$ cat src/rtl/pipe_hazard_ctrl.sv
// pipe_hazard_ctrl: hazard/stall/forwarding control for a 5-stage RV32 pipeline; HAZARD_PERF_EN adds stall/flush counters
module pipe_hazard_ctrl #(
  parameter logic [1:0] WB_MEM      = 2'd1,
  parameter int         MEM_TIMEOUT = 255
) (
  input  logic       clk,
  input  logic       reset,
  input  logic [4:0] id_rs1,
  input  logic [4:0] id_rs2,
  input  logic       id_use_rs1,
  input  logic       id_use_rs2,
  input  logic [4:0] ex_rd,
  input  logic       ex_rf_wen,
  input  logic [1:0] ex_wb_sel,
  input  logic       ex_branch_taken,
  input  logic [4:0] mem_rd,
  input  logic       mem_rf_wen,
  input  logic [1:0] mem_val,
  input  logic       BE_rdy,
  input  logic [4:0] wb_rd,
  input  logic       wb_rf_wen,
  output logic [1:0] fwd_a_sel,
  output logic [1:0] fwd_b_sel,
  output logic       stall_if,
  output logic       stall_id,
  output logic       stall_ex,
  output logic       hold_mem,
  output logic       flush_if_id,
  output logic       bubble_ex,
`ifdef HAZARD_PERF_EN
  output logic [31:0] stall_cycles,
  output logic [31:0] flush_count,
`endif
  output logic       mem_err
);
  typedef enum logic [1:0] {RUN, LOAD_USE, MEM_WAIT} state_t;
  state_t     state_q, state_d;
  logic [7:0] wait_cnt_q, wait_cnt_d;
  logic       redirect_pend_q, redirect_pend_d;
  logic       mem_err_q, mem_err_d;
  logic       mem_busy, load_use, timeout, hold, lu_stall;
  assign mem_busy = (mem_val != 2'b00) && !BE_rdy;
  assign load_use = ex_rf_wen && ex_wb_sel == WB_MEM && ex_rd != 5'd0 &&
                    ((id_use_rs1 && id_rs1 == ex_rd) || (id_use_rs2 && id_rs2 == ex_rd));
  assign timeout  = wait_cnt_q == 8'(MEM_TIMEOUT);
  assign mem_err  = mem_err_q;
  // state register plus wait counter, pending redirect and sticky error
  always_ff @(posedge clk) begin
    if (reset) begin
      state_q         <= RUN;
      wait_cnt_q      <= 8'd0;
      redirect_pend_q <= 1'b0;
      mem_err_q       <= 1'b0;
    end else begin
      state_q         <= state_d;
      wait_cnt_q      <= wait_cnt_d;
      redirect_pend_q <= redirect_pend_d;
      mem_err_q       <= mem_err_d;
    end
  end
  // next state: a busy memory preempts everything; a wait ends on ack or timeout
  always_comb begin
    state_d         = state_q;
    wait_cnt_d      = wait_cnt_q;
    redirect_pend_d = redirect_pend_q;
    mem_err_d       = mem_err_q;
    if (state_q == MEM_WAIT) begin
      if (!mem_busy || timeout) begin
        state_d         = RUN;
        wait_cnt_d      = 8'd0;
        redirect_pend_d = 1'b0;
        mem_err_d       = mem_err_q | mem_busy;
      end else begin
        wait_cnt_d = wait_cnt_q == 8'hFF ? wait_cnt_q : wait_cnt_q + 8'd1;
      end
    end else if (mem_busy) begin
      state_d         = MEM_WAIT;
      wait_cnt_d      = 8'd1;
      redirect_pend_d = state_q == RUN && ex_branch_taken;
    end else begin
      state_d = state_q == RUN && !ex_branch_taken && load_use ? LOAD_USE : RUN;
    end
  end
  // control outputs are combinational so they act in the same cycle; reset forces a flush
  always_comb begin
    hold        = state_q == MEM_WAIT ? mem_busy && !timeout : mem_busy;
    lu_stall    = state_q == RUN && !mem_busy && !ex_branch_taken && load_use;
    flush_if_id = state_q == RUN ? !mem_busy && ex_branch_taken :
                  state_q == MEM_WAIT ? redirect_pend_q && (!mem_busy || timeout) : 1'b0;
    bubble_ex   = flush_if_id || lu_stall;
    stall_if    = hold || lu_stall;
    stall_id    = hold || lu_stall;
    stall_ex    = hold;
    hold_mem    = hold;
    fwd_a_sel   = (id_use_rs1 && mem_rf_wen && mem_rd != 5'd0 && mem_rd == id_rs1) ? 2'b01 :
                  (id_use_rs1 && wb_rf_wen && wb_rd != 5'd0 && wb_rd == id_rs1) ? 2'b10 : 2'b00;
    fwd_b_sel   = (id_use_rs2 && mem_rf_wen && mem_rd != 5'd0 && mem_rd == id_rs2) ? 2'b01 :
                  (id_use_rs2 && wb_rf_wen && wb_rd != 5'd0 && wb_rd == id_rs2) ? 2'b10 : 2'b00;
    if (reset) begin
      stall_if    = 1'b0;
      stall_id    = 1'b0;
      stall_ex    = 1'b0;
      hold_mem    = 1'b0;
      fwd_a_sel   = 2'b00;
      fwd_b_sel   = 2'b00;
      flush_if_id = 1'b1;
      bubble_ex   = 1'b1;
    end
  end
`ifdef HAZARD_PERF_EN
  logic [31:0] stall_cycles_q, flush_count_q;
  assign stall_cycles = stall_cycles_q;
  assign flush_count  = flush_count_q;
  // free-running wrap-around counters of stalled and flushed cycles
  always_ff @(posedge clk) begin
    if (reset) begin
      stall_cycles_q <= 32'd0;
      flush_count_q  <= 32'd0;
    end else begin
      stall_cycles_q <= stall_cycles_q + 32'(stall_if);
      flush_count_q  <= flush_count_q + 32'(flush_if_id);
    end
  end
`endif
endmodule

$ cat config.mk
export PLATFORM = sky130hd
export DESIGN_NAME = pipe_hazard_ctrl
export DESIGN_NICKNAME = d
export VERILOG_FILES = /design/src/rtl/pipe_hazard_ctrl.sv
export SDC_FILE = /design/constraint.sdc
export NUM_CORES = 1
export LEC_CHECK = 0
export CAP_MARGIN = 20
export CORE_MARGIN = 5
export CORE_UTILIZATION = 39
export CTS_BUF_LIST = sky130_fd_sc_hd__clkbuf_4 sky130_fd_sc_hd__clkbuf_8
export CTS_CLUSTER_SIZE = 12
export DETAILED_ROUTE_END_ITERATION = 16
export PLACE_DENSITY = 0.79
export SETUP_SLACK_MARGIN = 0.3
export SYNTH_ARGS = -nofsm -noshare
export SYNTH_HDL_FRONTEND = slang
export SYNTH_SLANG_ARGS = --single-unit
$ cat constraint.sdc
create_clock -name clk -period 1.6 [get_ports clk]
set_clock_uncertainty 0.2 [all_clocks]
set_input_delay 0.24 -clock clk [delete_from_list [all_inputs] [get_ports clk]]
set_output_delay 0.24 -clock clk [all_outputs]
set_load 0.02 [all_outputs]
==> flow_summary.toml, run 1 <==
[status]
status = "finished with violations"
violations = "negative setup slack"

[timing]
maxSlewHeadroom = 0.783
setup_ws_ns = -0.488
slew_viol_final = 0
setup-violations-final = 18
final_hold_viol_count = 0
setup_tns_ns = -5.87
grt_setup_unrepaired = "yes"
tightest_slew_ns = 0.325
post-route-min-period_ns = 2.09
whs_ns = 0.306
clock.fmax_mhz = 479
final.period_utilization = 1.31

[cells_and_area]
antennaDiodeCount = 0
layout-drive-gt1-share = 0.613
fin_cells = 266
finish.instance_area_um2 = 2380
final_common_cell = "buf_4"
fillCellCount = 110
area_growth_pct = 116
layout_common_cells = "buf_4, buf_6, xor2_1"
nNetsFinal = 276
fin_util = 0.870

[cts]
numCtsBuffers = 3
cts_hold_buf = 0
cts_tree = "yes"
cts-root-buf = "clkbuf_4"
clock_path_buffers = 2
htree_levels = 1
clk_latency_ns = 0.28
clkSlewWorstSetupHoldPaths_ns = 0.07
clock_sinks = 12

[worst_setup_path]
cp.required_ns = 1.16
r2r-end = "wait_cnt_q[3]$_SDFFE_PP0P_"
critPathMaxFanout = 2
critical-path-max-stage-delay_ns = 0.33
reg2reg_slack_ns = -0.34
cp.arrival_ns = 1.65
r2r-start = "wait_cnt_q[0]$_SDFFE_PP0P_"
crit_slowest_cell = "dfxtp_2"
reg2reg_depth = 9
critical_path_class = "flop to primary output"
start_kind = "flop"
cp-end-kind = "primary output"
path_cells = "nand4_1, o21ai_2, a21o_1, o21bai_1, buf_4"

[die]
start_util = 0.403
core_um2 = 2730
rows = 19
dieWidth_um = 63.1
dieArea_um2 = 3990
ios = 49
die_h_um = 63.1

[synthesis]
synth_area_um2 = 1100
synth_cell_type_count = 39
synthCells = 136
synth_edf_count = 0
yosys.area.top_type = "dfxtp_1"
synth_flop_cell = "dfxtp_1"
yosysWarnings = 0
synth-async-reset-ratio = 0
syn_area_per_cell_um2 = 8.10
ys_ff_latch = 12
ys_seq_area_frac = 0.218
synth.area.top_cells = "dfxtp_1, xor2_1, xnor2_1"
syn_nets = 175
synth.top_cell.area_share = 0.218

[power]
powerDensity_nw_per_um2 = 413
ir_drop_mv = 0.426
seqPwrFrac = 0.314
switchingPower_w = 0.000358
p_int_w = 0.000626
comb_power_share = 0.488
p_leak_nw = 0.984
p_sw_frac = 0.364
clock_power_share = 0.198

[global_routing]
overflow = 0
grt_pass1_vias = 1618
antenna_found_initial = 0
grt_pass1_wl_um = 7030
grt_usage = 0.219
grt_start_max_net_pins = 14

[hold_path]
hp-class = "flop to flop"
holdPathStages = 2
min_to = "redirect_pend_q$_SDFFE_PP0P_"
min_from = "redirect_pend_q$_SDFFE_PP0P_"

[drt]
initialDrtViolationCount = 182
vias = 1603
remaining_drc_errors = 0
drt-pass1-iter-count = 4
routed_wl_um = 5730
wl_per_cell_um = 21.6
viasPerCell = 6.03
antenna_left = 0

[placed_design]
io_buffers = 48
gp_congestion = 0.985
hpwl_um = 3260
place_area_um2 = 2040
dp_cells = 253

[flow_run]
cap_violations = 0
## critical path, delay by kind of cell (launching register included)
family	cells	cell delay, ns
buffers and inverters	1	0.18
AO/OA/AOI/OAI	3	0.62
AND/OR/NAND/NOR	1	0.23
flip-flops	1	0.33
## worst max path at each step
stage / slack, ns / depth (start not counted) / start / endpoint
after floorplan: -0.29 / 6 / mem_val[1] / stall_if
after global placement: -1.10 / 6 / ex_rd[3] / stall_id
after detailed placement: -1.16 / 6 / id_rs1[3] / stall_id
after CTS: -0.36 / 6 / wait_cnt_q[1]$_SDFFE_PP0P_ / stall_id
after global routing: -0.54 / 5 / wait_cnt_q[5]$_SDFFE_PP0P_ / bubble_ex
final: -0.49 / 5 / wait_cnt_q[4]$_SDFFE_PP0P_ / bubble_ex
## sequential cells by signal, indices dropped and copies added (netlist names)
register / cells
state_q: 2
redirect_pend_q: 1
wait_cnt_q: 8
mem_err: 1
## cells in the mapped netlist (all sizes together), types with 3 or more instances
| cell type | instances |
|---|---|
| inv | 3 |
| nand2 | 6 |
| nand4 | 4 |
| nor4 | 7 |
| nor2 | 7 |
| nand3 | 4 |
| dfxtp | 12 |
| a31oi | 7 |
| xnor2 | 14 |
| nor2b | 4 |
| or4 | 4 |
| xor2 | 17 |
| buf | 3 |
| o21ai | 7 |
| nor3 | 7 |
| and3 | 4 |
## final cells by class
cell class                 instances  area (µm²)  share of cell area
inverter                           3        11.3             0.00473
timing repair buffer             101         856               0.360
clock buffer                       3        22.5             0.00946
tap                               31        38.8              0.0163
sequential                        12         249               0.105
multi-input combinational        116        1200               0.505
## what timing repair did
item                       CTS  global route
setup endpoints to repair   22            22
buffers inserted             8             2
resized for setup          168            57
pin swaps                   38            28
## power groups by stage
stage | clock, W | sequential, W | combinational [W]
5_1_grt | 0.000220 | 0.000309 | 0.000502
3_5_place_dp | 0 | 0.000315 | 0.000385
6_report | 0.000195 | 0.000309 | 0.000480
2_1_floorplan | 0 | 0.000315 | 0.000160
4_1_cts | 0.000192 | 0.000308 | 0.000398
3_3_place_gp | 0 | 0.000314 | 0.000372
## per-stage QoR
stage / worst slack (ns) / power, W
6_report: -0.488 / 0.000983
5_1_grt: -0.543 / 0.00103
4_1_cts: -0.360 / 0.000897
3_5_place_dp: -1.16 / 0.000700
2_1_floorplan: -0.287 / 0.000475
3_3_place_gp: -1.10 / 0.000686
## layer usage
| layer | vias up | global-route usage | share of wire |
|---|---|---|---|
| met5 | - | 0 | 0 |
| met4 | 0 | 0.106 | 0.048 |
| met1 | 755 | 0.220 | 0.34 |
| met3 | 33 | 0.0355 | 0.077 |
| met2 | 114 | 0.424 | 0.53 |
| li1 | 701 | - | - |
## kinds of logic after synthesis
family / after synthesis / synth area share
buffers and inverters: 8 / 0.0352
and+or+nand+nor: 54 / 0.282
adders and majority gates: 1 / 0.0114
AOI/OAI and AO/OA: 30 / 0.207
DFF: 12 / 0.218
xor gates and xnor gates: 31 / 0.247
Note: power is estimated with default switching activity, not from simulation.
==> run 2: changes to the inputs <==
--- a/config.mk
+++ b/config.mk
@@ -9,6 +9,7 @@
 export CORE_MARGIN = 5
 export CORE_UTILIZATION = 39
 export CTS_BUF_LIST = sky130_fd_sc_hd__clkbuf_4 sky130_fd_sc_hd__clkbuf_8
+export CTS_CLUSTER_DIAMETER = 60
 export CTS_CLUSTER_SIZE = 12
 export DETAILED_ROUTE_END_ITERATION = 16
 export PLACE_DENSITY = 0.79
==> results of run 2 <==
Final layout, timing and power as in run 1 (identical DEF).
